<file path="src/rtl/pll_ctrl_pkg.sv">
// Shared types and constants for the PLL reset/lock sequencer.
package pll_ctrl_pkg;

  localparam int unsigned STATE_W    = 3;
  localparam int unsigned LOSS_CNT_W = 8;

  typedef enum logic [STATE_W-1:0] {
    StResetPll = 3'd0,
    StWaitLock = 3'd1,
    StStable   = 3'd2,
    StRun      = 3'd3,
    StFault    = 3'd4
  } pll_state_e;

  function automatic int unsigned max3(input int unsigned a, input int unsigned b,
                                       input int unsigned c);
    int unsigned m;
    m = (a > b) ? a : b;
    return (m > c) ? m : c;
  endfunction

endpackage

</file>
<file path="src/rtl/sync_2ff.sv">
// Two-flop synchronizer for a single asynchronous status bit.
module sync_2ff (
  input  logic clk_i,
  input  logic rst_i,
  input  logic d_i,
  output logic q_o
);

  logic meta_q;
  logic sync_q;

  always_ff @(posedge clk_i or posedge rst_i) begin
    if (rst_i) begin
      meta_q <= 1'b0;
      sync_q <= 1'b0;
    end else begin
      meta_q <= d_i;
      sync_q <= meta_q;
    end
  end

  assign q_o = sync_q;

endmodule

</file>
<file path="src/rtl/pll_lock_ctrl.sv">
// PLL reset and lock sequencer: holds areset, waits for stable lock, publishes clk_ready,
// retries on timeout, latches a fault after too many attempts and counts lock losses.
module pll_lock_ctrl
  import pll_ctrl_pkg::*;
#(
  parameter int unsigned RST_CYCLES     = 16,
  parameter int unsigned STABLE_CYCLES  = 1024,
  parameter int unsigned TIMEOUT_CYCLES = 50000,
  parameter int unsigned MAX_RETRY      = 3
) (
  input  logic                  sys_clk,
  input  logic                  sys_rst,
  input  logic                  pll_locked,
  input  logic                  restart,
  output logic                  pll_areset,
  output logic                  clk_ready,
  output logic                  fault,
  output logic [STATE_W-1:0]    state,
  output logic [2:0]            retry_cnt,
  output logic [LOSS_CNT_W-1:0] lock_loss_cnt
);

  localparam int unsigned MaxCycles = max3(RST_CYCLES, STABLE_CYCLES, TIMEOUT_CYCLES);
  localparam int unsigned TimerW    = (MaxCycles > 2) ? $clog2(MaxCycles) : 1;

  localparam logic [TimerW-1:0] RstLast     = TimerW'(RST_CYCLES - 1);
  localparam logic [TimerW-1:0] StableLast  = TimerW'(STABLE_CYCLES - 1);
  localparam logic [TimerW-1:0] TimeoutLast = TimerW'(TIMEOUT_CYCLES - 1);
  localparam logic [2:0]        RetryLimit  = 3'(MAX_RETRY);

  logic                  locked_s;
  pll_state_e            state_q, state_d;
  logic [TimerW-1:0]     timer_q, timer_d;
  logic [2:0]            retry_q, retry_d, retry_inc;
  logic [LOSS_CNT_W-1:0] loss_q, loss_d;
  logic                  areset_q, ready_q, fault_q;

  sync_2ff u_locked_sync (
    .clk_i (sys_clk),
    .rst_i (sys_rst),
    .d_i   (pll_locked),
    .q_o   (locked_s)
  );

  assign retry_inc = retry_q + 3'd1;

  always_comb begin
    state_d = state_q;
    timer_d = timer_q;
    retry_d = retry_q;
    loss_d  = loss_q;
    if (restart) begin
      state_d = StResetPll;
      timer_d = '0;
      retry_d = '0;
    end else begin
      unique case (state_q)
        StResetPll: begin
          if (timer_q == RstLast) begin
            state_d = StWaitLock;
            timer_d = '0;
          end else begin
            timer_d = timer_q + TimerW'(1);
          end
        end
        StWaitLock: begin
          if (locked_s) begin
            state_d = StStable;
            timer_d = '0;
          end else if (timer_q == TimeoutLast) begin
            retry_d = retry_inc;
            state_d = (retry_inc == RetryLimit) ? StFault : StResetPll;
            timer_d = '0;
          end else begin
            timer_d = timer_q + TimerW'(1);
          end
        end
        StStable: begin
          if (!locked_s) begin
            state_d = StWaitLock;
            timer_d = '0;
          end else if (timer_q == StableLast) begin
            state_d = StRun;
            retry_d = '0;
            timer_d = '0;
          end else begin
            timer_d = timer_q + TimerW'(1);
          end
        end
        StRun: begin
          if (!locked_s) begin
            if (loss_q != '1) loss_d = loss_q + LOSS_CNT_W'(1);
            state_d = StResetPll;
            timer_d = '0;
          end
        end
        StFault: ;
        default: begin
          state_d = StResetPll;
          timer_d = '0;
        end
      endcase
    end
  end

  // Outputs are registered from the next state so they change on the same edge as state_q.
  always_ff @(posedge sys_clk or posedge sys_rst) begin
    if (sys_rst) begin
      state_q  <= StResetPll;
      timer_q  <= '0;
      retry_q  <= '0;
      loss_q   <= '0;
      areset_q <= 1'b1;
      ready_q  <= 1'b0;
      fault_q  <= 1'b0;
    end else begin
      state_q  <= state_d;
      timer_q  <= timer_d;
      retry_q  <= retry_d;
      loss_q   <= loss_d;
      areset_q <= (state_d == StResetPll) || (state_d == StFault);
      ready_q  <= (state_d == StRun);
      fault_q  <= (state_d == StFault);
    end
  end

  assign pll_areset    = areset_q;
  assign clk_ready     = ready_q;
  assign fault         = fault_q;
  assign state         = state_q;
  assign retry_cnt     = retry_q;
  assign lock_loss_cnt = loss_q;

endmodule
</file>
<file path="config.mk">
export PLATFORM = sky130hd
export DESIGN_NAME = pll_lock_ctrl
export DESIGN_NICKNAME = d
export VERILOG_FILES = /design/src/rtl/pll_ctrl_pkg.sv /design/src/rtl/sync_2ff.sv /design/src/rtl/pll_lock_ctrl.sv
export SDC_FILE = /design/constraint.sdc
export NUM_CORES = 1
export LEC_CHECK = 0
export BUFFER_PORTS_ARGS = -buffer_cell sky130_fd_sc_hd__buf_2
export CORE_MARGIN = 3
export CORE_UTILIZATION = 58
export CTS_CLUSTER_DIAMETER = 60
export DETAILED_ROUTE_END_ITERATION = 8
export PLACE_DENSITY = 0.79
export RECOVER_POWER = 50
export SLEW_MARGIN = 10
export SYNTH_ARGS = -nofsm -noshare
export SYNTH_HDL_FRONTEND = slang
export SYNTH_HIERARCHICAL = 1
export SYNTH_SLANG_ARGS = --single-unit
</file>
<file path="constraint.sdc">
create_clock -name sys_clk -period 2.5 [get_ports sys_clk]
set_input_delay 0.375 -clock sys_clk [delete_from_list [all_inputs] [get_ports sys_clk]]
set_output_delay 0.375 -clock sys_clk [all_outputs]
set_load 0.05 [all_outputs]
</file>
### Yosys cells after proc, flatten, opt, wreduce, memory -nomap -nowiden

Index checks and enable logic that the tools add are counted.

| cells by class | value |
|---|---|
| add/sub/neg operators | 3 |
| equal/unequal tests | 17 |
| mux-type cells | 23 |
| bitwise logic cells | 2 |
| reduce and logical (&&, ||, !) cells | 7 |

Operators with widths:

| cell | count |
|---|---|
| 16-bit 2-to-1 mux | 7 |
| 16-bit one-hot mux with 5 select lines | 1 |
| 3-bit 2-to-1 mux | 13 |
| 16-bit by 1-bit adder with 16-bit output (second input constant) | 1 |
| 16-bit by 10-bit == test with 1-bit output (second input constant) | 1 |
| 16-bit == test (second input constant) | 1 |
| 16-bit by 4-bit == test with 1-bit output (second input constant) | 1 |
| 3-bit one-hot mux with 5 select lines | 1 |
| 3-bit by 2-bit == test with 1-bit output (second input constant) | 4 |
| 3-bit != test (second input constant) | 4 |
| 8-bit by 1-bit adder with 8-bit output (second input constant) | 1 |
| 8-bit != test (second input constant) | 1 |
| 3-bit == test (second input constant) | 2 |
| 3-bit zero test | 2 |
| 3-bit one-hot mux with 2 select lines | 1 |
| 5-bit AND reduction | 1 |
| 4-bit AND reduction | 1 |
| 3-bit by 1-bit adder with 3-bit output (second input constant) | 1 |
| 3-bit by 1-bit == test with 1-bit output (second input constant) | 1 |
| 3-bit by 2-bit != test with 1-bit output (second input constant) | 1 |
| 3-bit nonzero test | 1 |
| 2-bit != test (second input constant) | 1 |
| 1-bit inverter | 2 |
| 2-bit AND reduction | 1 |
| 1-bit logical OR | 1 |

| storage, ports and cells | value |
|---|---|
| flip-flop bits (word level) | 35 |
| input bits | 4 |
| output and inout port bits | 17 |
| word-level logic and storage cells | 61 |

### Depth between registers and ports, before layout

| depth | value |
|---|---|
| depth in word-level cells | 9 |
| mapped depth | 8 |
| mapped depth without buffers | 6 |

### Cells and area by module

Netlist, hierarchy kept.

By module, submodules not included:

| module | instances | cells an instance | area each (µm²) | seq. area each (µm²) |
|---|---|---|---|---|
| pll_lock_ctrl | 1 | 205 | 1905.6 | 827.0 |
| sync_2ff | 1 | 3 | 53.8 | 50.0 |

### Worst setup path after synthesis

Ideal clock, no wire load.

| timing path | value |
|---|---|
| path type | register to register |
| start point | register state_q[0] (netlist: state[0]) |
| end point | register timer_q[4] |
| library setup time | 0.101 ns |
| arrival | 2.205 ns |
| data required time | 2.399 ns |
| path slack | 0.194 ns |
| cell stages (with the launch flop) | 7 |
| buffers on the path | 2 |
| period minus slack after synthesis | 2.306 ns |
| cell sequence | dfrtp_1 clkbuf_1 or3b_2 a21oi_1 clkbuf_1 nor3_1 o32ai_1 |

| on the way | value |
|---|---|
| word-level cells in the longest chain between the ends | 3 |
| elaborated cells on any way between the ends | 10 |
| classes of those cells | 6 x eq/ne; 2 x mux; 2 x reduce/logical |

RTL lines:

| element | RTL line | source |
|---|---|---|
| from (decl) | pll_lock_ctrl.sv:32 | `pll_state_e state_q, state_d;` |
| from (signal assigned) | pll_lock_ctrl.sv:109 | `state_q <= StResetPll;` |
| from (signal assigned) | pll_lock_ctrl.sv:117 | `state_q <= state_d;` |
| 3-bit == test, or another cell as far along | pll_lock_ctrl.sv:57 | `unique case (state_q)` |
| 16-bit one-hot mux with 5 select lines, or another cell as far along | pll_lock_ctrl.sv:57 |  |
| 16-bit 2-to-1 mux / 2-bit AND reduction (equally long branches) | n/a |  |
| to (signal assigned) | pll_lock_ctrl.sv:118 | `timer_q <= timer_d;` |
| to (decl) | pll_lock_ctrl.sv:33 | `logic [TimerW-1:0] timer_q, timer_d;` |

Several ways; a longest one is shown, not always the timed one.
A chain may end at the register's enable or synchronous reset.

### Worst setup path in the final report

| timing path | value |
|---|---|
| start point | register timer_q[11] |
| end point | register timer_q[10] |

| on the way | value |
|---|---|
| word-level cells in the longest chain between the ends | 5 |
| elaborated cells on any way between the ends | 10 |
| classes of those cells | 3 x eq/ne; 7 x mux |

RTL lines:

| element | RTL line | source |
|---|---|---|
| 16-bit by 10-bit == test with 1-bit output / 16-bit == test (equally long branches) | pll_lock_ctrl.sv:82, pll_lock_ctrl.sv:70 |  |
| 16-bit 2-to-1 mux, on equally long branches | pll_lock_ctrl.sv:82, pll_lock_ctrl.sv:70 |  |
| 16-bit 2-to-1 mux, on equally long branches | pll_lock_ctrl.sv:79, pll_lock_ctrl.sv:67 |  |
| 16-bit one-hot mux with 5 select lines * | pll_lock_ctrl.sv:57 |  |
| 16-bit 2-to-1 mux * | pll_lock_ctrl.sv:52 | `if (restart) begin` |

Every way passes the cells marked *; elsewhere a longest branch is shown, timed or not.

==> reports/results.ini <==
[status]
outcome=completed

[synth]
syn_inst=208
synthesis.area_sq_um=1960
synthTopCellsByArea=dfrtp_1 (43%), xnor2_1 (4.9%), nand2_1 (4.4%)
ys.flop_type=dfrtp_1
synth_edf_count=0
syn_avg_cell_area_sq_um=9.42
async_reset_ff_share_pct=100
synth-seq-cells=35
ys.warnings.count=6
seq_area_frac_synth_pct=44.8
synthesis.nets=216
synth_cell_types=49
yosysTopAreaCellShare_pct=43.4
yosys.area.top_type=dfrtp_1

[route]
drt_iter0_drc=227
viasPerCell=6.09
vias=1700
drt-pass1-iter-count=5
wl_per_cell_um=15.7
routed_wl_um=4370
drcViolationCount=0
ant_nets=0

[die]
die_w_um=64.1
start_util_pct=62.6
num_rows=20
ios=21
core_area_sq_um=3130
dieArea_sq_um=4110
die_h_um=64.1

[critical_path]
path_buf_inv=1
max_stage_delay_ns=0.58
endpoint_kind=register
cp_top_family=simple AND/OR/NAND/NOR gates
worstPathRequired_ns=2.71
path_common_cell=or4_4
path_max_fanout=11
path_class=reg2reg
cp-start-kind=register
slowest_stage=or4_4
crit_chain=or4_4, or4_4, o2bb2ai_2, o21ai_2, buf_4, o211ai_1
cp.arrival_ns=2.59

[final_layout]
drive_gt1_share_pct=17.0
nets=242
multi_input_area_sq_um=1010
fin_cells=279
nFillCells=244
area.growth.synth_to_final_pct=14.4
final_common_cell=dfrtp_1
register_area_sq_um=877
final_cell_mix=dfrtp_1 (34), nand2_1 (23), buf_2 (15), a21oi_1 (13), nand3_1 (12)
diodes=0

[power_and_ir_drop]
p_leak_nw=0.977
pwr-share-clk_pct=45.4
powerDensity_nw_per_um2=505
combPwrFrac_pct=3.5
power.total_mw=1.13
p_switching_mw=0.238
seqPwrFrac_pct=51.1
internal_power_mw=0.895
switching_share_pct=21.0
peakVddDrop_mv=0.414

[grt]
grt_use_total_pct=23.1
grt.overflow.total=0
grt_antenna_before_repair=0
grt_pass1_vias=1657
grt_max_degree=23
grt_pass1_wl_um=7520

[sta]
fin_skew_ns=0.0151
fin_ws_ns=0.119
rsz0062_at_grt=false
drv_slew=0
setup_viol_count_final=0
max-slew-margin-rel_pct=18.2
finalCritPeriodShare_pct=95.2
worst_slew_pin_slew_ns=1.23
fin_crit_ns=2.38
hold_viol_final=0
tns_ns=0
fmax_mhz=420

[placement]
port_buffers=20
hpwl_um=3210
place_inst=270
dp_slack_ns=0.156
gp_congestion=0.927

[clock_network]
clk_latency_ns=0.35
clkSlewWorstSetupHoldPaths_ns=0.12
cts.sinks=35
cts-buffers-inserted=5
htree_levels=2
cts_buffer_depth=2
cts_setup_buffers=0
cts_tree=done
root_buffer=clkbuf_4

[worst_hold_path]
hold_path.class=in2reg

[run]
drv_cap=0

[stage by stage]
stage / util, % / area, sq um / hold WS (ns)
floorplan: - / 1960 / 0.116
global placement: 68.3 / 2140 / 0.236
detailed placement: 68.3 / 2140 / 0.239
CTS: 72.0 / 2250 / 0.112
global route: 71.7 / 2240 / 0.111
finish: 71.7 / 2240 / 0.121
[area by class of cell]
class	instances	share of cell area, %
Multi-Input combinational cell	156	45.3
Tap cell	44	2.46
Clock buffer	5	1.67
Clock inverter	3	3.01
Timing Repair Buffer	30	7.48
Sequential cell	35	39.1
Inverter	6	1.00
[logic make-up (layout without fill, tap and decap cells)]
| logic type | count (synthesis) | count (layout) | share of synthesized area, % |
|---|---|---|---|
| AO/OA/AOI/OAI | 39 | 39 | 13.7 |
| buffers and inverters | 17 | 44 | 3.45 |
| adder cells (fa/ha/maj) | 4 | 4 | 2.55 |
| XOR/XNOR | 15 | 15 | 6.70 |
| flip-flops | 35 | 35 | 44.8 |
| AND/OR/NAND/NOR | 98 | 98 | 28.9 |
[synth_stat cells, types with 5 or more instances]
master / count
nor4_1: 6
nor2_1: 7
inv_1: 6
and2_1: 5
a21oi_1: 13
nor3_1: 9
nand3_1: 12
dfrtp_1: 34
nand2_1: 23
nand4_1: 8
xnor2_1: 11
clkbuf_1: 9
[routing by layer]
metal	wire length, um	part of all wire, %	track usage [%]
met3	272	6.2	3.69
met4	21	0.48	9.23
met2	2230	51	38.8
met5	0	0	0
met1	1840	42	29.7
[worst register-to-register path, stage by stage, from the launching register on]
cell       delay, ns
dfrtp_1         0.45
or4_4           0.58
or4_4           0.56
o2bb2ai_2       0.18
o21ai_2         0.15
buf_4           0.20
o211ai_1        0.13
[flip-flops by register name, indices dropped and copies added (netlist names)]
name	flops
timer_q	16
lock_loss_cnt	8
clk_ready	1
retry_cnt	3
state	3
u_locked_sync/q_o	1
fault	1
pll_areset	1
u_locked_sync/meta_q	1
[worst paths after layout]
check	startpoint	endpoint	slack, ns	depth (start not counted)
max reg2reg	timer_q[11]	timer_q[10]	0.12	6
max in group asynchronous	sys_rst	timer_q[10]	0.47	4
max	timer_q[11]	timer_q[10]	0.12	6
min in group asynchronous	sys_rst	u_locked_sync/meta_q	0.40	3
min	pll_locked	u_locked_sync/meta_q	0.12	1
min reg2reg	u_locked_sync/meta_q	u_locked_sync/q_o	0.38	0
[power groups by stage]
stage | combinational (mW) | sequential [mW] | clock, mW
after floorplan | 0.0251 | 0.590 | 0
after global placement | 0.0381 | 0.589 | 0
after detailed placement | 0.0396 | 0.590 | 0
after CTS | 0.0411 | 0.579 | 0.520
after global routing | 0.0453 | 0.580 | 0.544
final | 0.0395 | 0.579 | 0.514
[what timing repair did]
action	4_1_cts	5_1_grt
hold buffers	1	0
resized for setup	0	0
endpoints found under the hold margin	2	0
No activity file was read; power rests on OpenSTA's default activity.
